==> src/rtl/sseg_pkg.sv <==
// Shared definitions for the seven-segment scan controller: segment table,
// scan phase encoding and a width helper.
package sseg_pkg;

    typedef enum logic {
        BLANK = 1'b0,
        ON    = 1'b1
    } phase_e;

    // Active-high segment patterns, bit order gfedcba, indexed by hex value
    localparam logic [6:0] HEX_SEG [16] = '{
        7'h3F, 7'h06, 7'h5B, 7'h4F, 7'h66, 7'h6D, 7'h7D, 7'h07,
        7'h7F, 7'h6F, 7'h77, 7'h7C, 7'h39, 7'h5E, 7'h79, 7'h71
    };

    function automatic int width_for(input int count);
        return (count <= 2) ? 1 : $clog2(count);
    endfunction

endpackage

==> src/rtl/sseg_scan_ctrl_if.sv <==
// Load port of the scan controller: a valid/ready write of digit data.
interface sseg_scan_ctrl_if #(
    parameter int NUM_DIGITS = 2
);
    logic [4*NUM_DIGITS-1:0] in_data;
    logic [NUM_DIGITS-1:0]   in_dp;
    logic                    in_lz_en;
    logic                    in_valid;
    logic                    in_ready;

    modport master (
        output in_data, in_dp, in_lz_en, in_valid,
        input  in_ready
    );

    modport slave (
        input  in_data, in_dp, in_lz_en, in_valid,
        output in_ready
    );
endinterface

==> src/rtl/sseg_hex_decode.sv <==
// Combinational nibble to active-high seven-segment decoder.
module sseg_hex_decode
    import sseg_pkg::*;
(
    input  logic [3:0] nibble,
    output logic [6:0] segs
);
    assign segs = HEX_SEG[nibble];
endmodule

==> src/rtl/sseg_scan_ctrl.sv <==
// Multi-digit seven-segment scanner with blanking, leading-zero suppression
// and a double-buffered load port that only swaps at frame boundaries.
module sseg_scan_ctrl
    import sseg_pkg::*;
#(
    parameter int NUM_DIGITS     = 2,
    parameter int DWELL_CYCLES   = 1024,
    parameter int BLANK_CYCLES   = 16,
    parameter bit SEG_ACTIVE_LOW = 1'b1,
    parameter bit SEL_ACTIVE_LOW = 1'b0
) (
    input  logic                  CLK,
    input  logic                  reset,
    sseg_scan_ctrl_if.slave       load,
    output logic [6:0]            seg,
    output logic                  dp,
    output logic [NUM_DIGITS-1:0] dig_sel,
    output logic                  frame_tick
);
    localparam int MAX_CNT = (DWELL_CYCLES > BLANK_CYCLES) ? DWELL_CYCLES : BLANK_CYCLES;
    localparam int CW      = width_for(MAX_CNT + 1);
    localparam int DW      = width_for(NUM_DIGITS);
    localparam int NB      = 4 * NUM_DIGITS;

    localparam logic [CW-1:0]         DWELL_LAST = CW'(DWELL_CYCLES - 1);
    localparam logic [CW-1:0]         BLANK_LAST = CW'((BLANK_CYCLES > 0) ? BLANK_CYCLES - 1 : 0);
    localparam logic [DW-1:0]         DIGIT_LAST = DW'(NUM_DIGITS - 1);
    localparam logic [6:0]            SEG_OFF    = SEG_ACTIVE_LOW ? 7'h7F : 7'h00;
    localparam logic                  DP_OFF     = SEG_ACTIVE_LOW;
    localparam logic [NUM_DIGITS-1:0] SEL_OFF    = SEL_ACTIVE_LOW ? '1 : '0;

    phase_e          phase, phase_next;
    logic [DW-1:0]   digit, digit_next;
    logic [CW-1:0]   cnt, cnt_next;
    logic            frame_end;

    logic [NB-1:0]         act_data, pend_data;
    logic [NUM_DIGITS-1:0] act_dp, pend_dp;
    logic                  act_lz, pend_lz, pend_valid;
    logic                  accept;

    logic [NB-1:0]         data_shift;
    logic [NUM_DIGITS-1:0] dp_shift;
    logic [NUM_DIGITS-1:0] sel_on;
    logic [6:0]            seg_raw;
    logic                  lz_blank;

    always_ff @(posedge CLK) begin
        if (reset) begin
            phase <= BLANK;
            digit <= '0;
            cnt   <= '0;
        end else begin
            phase <= phase_next;
            digit <= digit_next;
            cnt   <= cnt_next;
        end
    end

    // With BLANK_CYCLES=0 the blank phase only occurs once, straight after reset
    always_comb begin
        phase_next = phase;
        digit_next = digit;
        cnt_next   = cnt + CW'(1);
        frame_end  = 1'b0;
        case (phase)
            BLANK: begin
                if (BLANK_CYCLES == 0 || cnt == BLANK_LAST) begin
                    phase_next = ON;
                    cnt_next   = '0;
                end
            end
            ON: begin
                if (cnt == DWELL_LAST) begin
                    cnt_next   = '0;
                    frame_end  = (digit == DIGIT_LAST);
                    digit_next = (digit == DIGIT_LAST) ? '0 : digit + DW'(1);
                    phase_next = (BLANK_CYCLES == 0) ? ON : BLANK;
                end
            end
            default: phase_next = BLANK;
        endcase
    end

    assign load.in_ready = ~pend_valid | frame_end;
    assign accept        = load.in_valid & load.in_ready;

    // Active is promoted before the pending slot is refilled in the same cycle
    always_ff @(posedge CLK) begin
        if (reset) begin
            act_data   <= '0;
            act_dp     <= '0;
            act_lz     <= 1'b0;
            pend_data  <= '0;
            pend_dp    <= '0;
            pend_lz    <= 1'b0;
            pend_valid <= 1'b0;
        end else begin
            if (frame_end && pend_valid) begin
                act_data <= pend_data;
                act_dp   <= pend_dp;
                act_lz   <= pend_lz;
            end
            if (accept) begin
                pend_data  <= load.in_data;
                pend_dp    <= load.in_dp;
                pend_lz    <= load.in_lz_en;
                pend_valid <= 1'b1;
            end else if (frame_end) begin
                pend_valid <= 1'b0;
            end
        end
    end

    always_comb begin
        data_shift = act_data >> {digit, 2'b00};
        dp_shift   = act_dp >> digit;
        sel_on     = NUM_DIGITS'(1) << digit;
        lz_blank   = act_lz && (digit != '0) && (data_shift == '0);
    end

    sseg_hex_decode u_decode (
        .nibble (data_shift[3:0]),
        .segs   (seg_raw)
    );

    always_ff @(posedge CLK) begin
        if (reset) begin
            seg        <= SEG_OFF;
            dp         <= DP_OFF;
            dig_sel    <= SEL_OFF;
            frame_tick <= 1'b0;
        end else begin
            frame_tick <= frame_end;
            if (phase == ON) begin
                dig_sel <= SEL_ACTIVE_LOW ? ~sel_on : sel_on;
                if (lz_blank) begin
                    seg <= SEG_OFF;
                    dp  <= DP_OFF;
                end else begin
                    seg <= SEG_ACTIVE_LOW ? ~seg_raw : seg_raw;
                    dp  <= dp_shift[0] ^ DP_OFF;
                end
            end else begin
                seg     <= SEG_OFF;
                dp      <= DP_OFF;
                dig_sel <= SEL_OFF;
            end
        end
    end

endmodule

==> src/flat_wrapper.sv <==
// flat-port wrapper written by rule: the top's interface ports become plain ports
module sseg_scan_ctrl_flat import sseg_pkg::*;
#(
    parameter int NUM_DIGITS     = 2,
    parameter int DWELL_CYCLES   = 1024,
    parameter int BLANK_CYCLES   = 16,
    parameter bit SEG_ACTIVE_LOW = 1'b1,
    parameter bit SEL_ACTIVE_LOW = 1'b0
)
  (CLK, reset, seg, dp, dig_sel, frame_tick, load_in_data, load_in_dp, load_in_lz_en, load_in_valid, load_in_ready);
  sseg_scan_ctrl_if #(.NUM_DIGITS(NUM_DIGITS)) load_i ();
  input  logic CLK;
  input  logic reset;
  output logic [6:0] seg;
  output logic dp;
  output logic [NUM_DIGITS-1:0] dig_sel;
  output logic frame_tick;
  input wire logic [$bits(load_i.in_data)-1:0] load_in_data;
  input wire logic [$bits(load_i.in_dp)-1:0] load_in_dp;
  input wire logic [$bits(load_i.in_lz_en)-1:0] load_in_lz_en;
  input wire logic [$bits(load_i.in_valid)-1:0] load_in_valid;
  output wire logic [$bits(load_i.in_ready)-1:0] load_in_ready;
  assign load_i.in_data = load_in_data;
  assign load_i.in_dp = load_in_dp;
  assign load_i.in_lz_en = load_in_lz_en;
  assign load_i.in_valid = load_in_valid;
  assign load_in_ready = load_i.in_ready;
  sseg_scan_ctrl #(.NUM_DIGITS(NUM_DIGITS), .DWELL_CYCLES(DWELL_CYCLES), .BLANK_CYCLES(BLANK_CYCLES), .SEG_ACTIVE_LOW(SEG_ACTIVE_LOW), .SEL_ACTIVE_LOW(SEL_ACTIVE_LOW)) u_core (.CLK(CLK), .reset(reset), .load(load_i), .seg(seg), .dp(dp), .dig_sel(dig_sel), .frame_tick(frame_tick));
endmodule
==> config.mk <==
export PLATFORM = sky130hd
export DESIGN_NAME = sseg_scan_ctrl_flat
export DESIGN_NICKNAME = d
export VERILOG_FILES = /design/src/rtl/sseg_pkg.sv /design/src/rtl/sseg_scan_ctrl_if.sv /design/src/rtl/sseg_hex_decode.sv /design/src/rtl/sseg_scan_ctrl.sv /design/src/flat_wrapper.sv
export SDC_FILE = /design/constraint.sdc
export NUM_CORES = 1
export LEC_CHECK = 0
export BUFFER_PORTS_ARGS = -buffer_cell sky130_fd_sc_hd__buf_2
export CORE_UTILIZATION = 35
export DETAILED_ROUTE_END_ITERATION = 8
export PLACE_DENSITY = 0.56
export SYNTH_ARGS = -nofsm -noshare
export SYNTH_HDL_FRONTEND = slang
export SYNTH_SLANG_ARGS = --single-unit
==> constraint.sdc <==
create_clock -name CLK -period 3.47 [get_ports CLK]
set_input_delay 0.694 -clock CLK [delete_from_list [all_inputs] [get_ports CLK]]
set_output_delay 0.694 -clock CLK [all_outputs]
set_load 0.01 [all_outputs]
# Word level (Yosys, flattened, before mapping)
# Memory sizes are Yosys's and may differ from the RTL's.
# Cells that the tools add are included.
[totals]
reg_bits = 47
rom_bits = 112
in_bits = 14
word_cells = 51
mem_count = 1
[memory_table]
columns = ["memory", "words", "width", "rd", "rd_ports_with_merged_regs", "wr", "line", "text"]
rows = [
  ["(no name shown)", 16, 7, 1, 0, 0, "sseg_hex_decode.sv:8", "assign segs = HEX_SEG[nibble];"],
]
[op_classes]
add_sub_neg = 2
order_cmp = 1
eq_ne = 2
n_shift = 3
mux = 13
bitwise = 7
n_reduce_logical = 8
[op_table]
columns = ["cell", "n"]
rows = [
  ["2-to-1 mux 11 bit", 2],
  ["case mux 11 bit (2 select lines)", 1],
  ["2-to-1 mux 7 bit", 2],
  ["adder 11 x 1 -> 11 bit, second input constant", 1],
  ["equality test 11 x 10 -> 1 bit, second input constant", 1],
  ["equality test 11 x 4 -> 1 bit, second input constant", 1],
  ["zero test 8 bit", 1],
  [">> shifter 8 x 3 -> 8 bit", 1],
  ["2-to-1 mux 1 bit", 7],
  ["NOT 7 bit", 1],
  ["greater-or-equal comparator 5 bit, second input constant", 1],
  ["NOT 4 -> 5 bit", 1],
  ["logical AND 1 bit", 3],
  ["NOT 1 bit", 3],
  ["OR reduction 3 bit", 1],
  ["case mux 1 bit (2 select lines)", 1],
  ["AND reduction 2 bit", 1],
  ["nonzero test 2 bit", 1],
  ["OR reduction 2 bit", 1],
  ["left shift 1 x 1 -> 2 bit, first input constant", 1],
  [">> shifter 2 x 1 -> 1 bit", 1],
  ["adder 1 bit, second input constant", 1],
  ["AND 1 bit", 1],
  ["OR 1 bit", 1],
]

# Longest topological paths before layout
[depth]
depth_word = 6
depth_mapped = 7
ltp_nobuf = 6

# Cells and area by module
# Synthesis repeated with hierarchy kept, for this count alone.
[unflattened]
hier_cells = 233
hier_area_um2 = 2200.9
[by_module_without_submodules]
columns = ["mod", "n_inst", "cells_per_inst", "area_per_inst_um2", "seq_area_each_um2"]
rows = [
  ["sseg_scan_ctrl", 1, 200, 1910.6, 940.9],
  ["sseg_hex_decode", 1, 33, 290.3, 0.0],
]

# Worst setup path before layout
# Ideal clock, no wire load.
[synth_path]
path_kind = "flip-flop to output port"
from = "register u_core.cnt[0]"
to = "output load_in_ready"
arrival_time_ns = 1.478
required_time_ns = 2.776
setup_slack_ns = 1.298
stages_incl_launch_ff = 5
path_buffers = 0
path_cell_list = "dfxtp_1 -> ha_1 -> nand3_2 -> or3_2 -> o21ai_1"
[synth_via]
elab_chain_cells = 4
[synth_lines]
columns = ["element", "line", "text"]
rows = [
  ["start: declaration", "sseg_scan_ctrl.sv:34", "logic [CW-1:0] cnt, cnt_next;"],
  ["start signal: assignment", "sseg_scan_ctrl.sv:56", "cnt <= cnt_next;"],
  ["equality test 11 x 10 -> 1 bit", "sseg_scan_ctrl.sv:74", "if (cnt == DWELL_LAST) begin"],
  ["2-to-1 mux 1 bit", "sseg_scan_ctrl.sv:74", ""],
  ["2-to-1 mux 1 bit", "sseg_scan_ctrl.sv:66", "case (phase)"],
  ["OR 1 bit", "sseg_scan_ctrl.sv:85", "assign load.in_ready = ~pend_valid | frame_end;"],
  ["end: declaration", "flat_wrapper.sv:22", "output wire logic [$bits(load_i.in_ready)-1:0] load_in_ready;"],
]
# Every way passes these cells.

# Worst setup path after layout
# Ends and elaborated chain as after synthesis.

==> reports/results.tsv <==
metric	value	unit
seq_area_frac_synth	0.462	
period_needed	2640	ps
arrival	1940	ps
initial_core_util	0.367	
worst_clock_skew	7.01	ps
outcome	finished clean	
powerDensity	457	mW/mm^2
clock_latency	300	ps
avgRoutedWirePerCell	12.2	um
ys_ff_latch	47	
tightestPinTransition	981	ps
crit_type	reg -> out	
ys_types	42	
fmax	379	MHz
slew_violations	0	
period_share	0.760	
post-route-cell-area	0.00234	mm^2
die_w	78.3	um
hold_viol	0	
slowest_stage	or3_2	
dp_hpwl	2.53	mm
synth_top_area_frac	0.462	
synth_area	0.00204	mm^2
gp_congestion	0.764	
grt_overflow	0	
cts.repair.resized	0	
cp_cell_sequence	ha_1 > nand3_2 > or3_2 > o21ai_1 > buf_2	
path_clk_slew	80	ps
drcViolationCount	0	
nFillCells	563	
die-area	0.00613	mm^2
p_leak	0.916	nW
cts_tree	done	
rows	27	
nets	243	
min_path_type	reg -> reg	
drtPass1Iterations	4	
dpl.cell_count	287	
grt_usage	0.132	
drt-initial-drc-count	82	
postRouteAntennaNets	0	
wl	3.61	mm
regArea	941	um^2
synth_edf_count	0	
setup_ws	834	ps
avgSynthCellArea	10.3	um^2
multiInputGateArea	0.00102	mm^2
syn_inst	198	
layout-drive-gt1-share	0.202	
ios	26	
cts_buffer_depth	2	
areaGrowthSynthToFinish	15.2	%
cts_root_buf	clkbuf_8	
synthTopCellsByArea	dfxtp_1 (46%), mux2i_1 (13%), nor2_1 (6.6%)	
ctsHoldBuffers	0	
htreeDepth	2	
numCtsBuffers	5	
grt_max_degree	29	
core_area	0.00554	mm^2
rsz0062_at_grt	no	
cts_setup_buffers	0	
pre_cts_slack	1150	ps
endpoint_kind	output pin	
yosysWarnings	0	
stdcell_count	295	
drv_cap	0	
max_slew_margin	0.344	
worst_ep_required_time	2780	ps
vias_per_cell	4.75	
cp-start-kind	register	
port_buffers	25	
hold_ws	465	ps
syn-num-nets	219	
die_h	78.3	um
setup_violations	0	
grt_pass1_vias	1364	
n_antenna_cell	0	
slowest_delay	560	ps
vdd_drop_max	205	uV
cts_num_sinks	47	
synth_top_area_cell	dfxtp_1	
vias	1400	
placedInstanceArea	0.00221	mm^2
synth_ff_type	dfxtp_1	
synthArstFlopShare	0	
antenna_found_initial	0	
tns	0	ps
worst-path-max-fanout	4	
grt_pass1_wl	6.31	mm
metal layers:
metal	GRT usage	wire (um)	vias to the layer above
met5	0	0	-
met4	0.0556	58	0
met3	0.0407	140	5
met2	0.207	1500	25
met1	0.167	1910	628
li1	-	-	742
critical path: cells and delay by family, from the launching register on:
kind	cells	cell delay [ps]
buffers and inverters	1	150
AND/OR/NAND/NOR	2	730
flip-flops	1	370
AO/OA/AOI/OAI	1	170
adder cells (fa/ha/maj)	1	230
cells by family (layout without fill, tap and decap cells):
group	after synthesis	in the layout	share of synthesized area
DFF	47	47	0.462
AOI/OAI and AO/OA	17	17	0.0725
xor gates and xnor gates	11	11	0.0473
buffers and inverters	15	40	0.0356
muxes	31	31	0.155
adders and majority gates	7	7	0.0430
and+or+nand+nor	70	70	0.184
cell usage in the layout (no fill, tap or decap), types with 2 or more instances in the layout:
| master | count |
|---|---|
| nand3_1 | 7 |
| xor2_1 | 7 |
| bufinv_16 | 2 |
| buf_4 | 2 |
| mux2_2 | 4 |
| nand2_1 | 7 |
| inv_1 | 5 |
| buf_2 | 25 |
| ha_1 | 7 |
| o211ai_1 | 3 |
| mux2i_1 | 27 |
| o221ai_1 | 4 |
| nor2_1 | 36 |
| dfxtp_1 | 47 |
| clkbuf_8 | 5 |
| xnor2_1 | 4 |
| nand4b_1 | 2 |
| nor3b_1 | 3 |
| a21oi_1 | 3 |
metrics by stage:
stage	util	power, mW
6_report	0.423	1.07
5_1_grt	0.423	1.11
4_1_cts	0.423	1.09
3_5_place_dp	0.399	0.614
3_3_place_gp	0.399	0.614
2_1_floorplan	-	0.600
flip-flops by register name (all words and copies together) (netlist names), 2 cells and up:
signal / count
u_core.act_data: 8
u_core.dig_sel: 2
u_core.pend_data: 8
u_core.cnt: 11
u_core.seg: 7
u_core.act_dp: 2
u_core.pend_dp: 2
synthesized netlist by cell type (all sizes together), types with 2 or more instances:
master / number
or3: 2
dfxtp: 47
nor3b: 3
and4: 2
nand3: 8
o211ai: 3
buf: 5
xnor2: 4
o221ai: 4
ha: 7
nand2: 7
nor2: 36
nand4: 2
xor2: 7
nor4: 2
clkbuf: 5
inv: 5
nand4b: 2
mux2: 4
mux2i: 27
a21oi: 3
o21ai: 2
path summary, 6_finish.rpt:
path | from | to | slack [ps] | cells after the start
worst min register to register | u_core.cnt[0]$_SDFF_PP0_ | u_core.cnt[0]$_SDFF_PP0_ | 470 | 1
worst max register to register | u_core.digit$_SDFFE_PP0P_ | u_core.seg[2]$_SDFF_PP1_ | 1240 | 5
worst max-delay path | u_core.cnt[0]$_SDFF_PP0_ | load_in_ready | 830 | 5
worst min-delay path | u_core.cnt[0]$_SDFF_PP0_ | u_core.cnt[0]$_SDFF_PP0_ | 470 | 1
final cells by class:
type / instances / share of cell area
clock buffer: 6 / 0.0309
sequential: 47 / 0.401
inverter: 5 / 0.00800
tap: 72 / 0.0384
multi-input combinational: 136 / 0.436
timing repair buffer: 27 / 0.0598
clock inverter: 2 / 0.0256
power by group:
group | total (mW) | switching [mW] | internal [mW]
registers | 0.558 | 0.00755 | 0.550
clock network | 0.471 | 0.183 | 0.288
logic | 0.0429 | 0.0221 | 0.0208
total | 1.07 | 0.212 | 0.859
No activity file was read; power rests on OpenSTA's default activity.
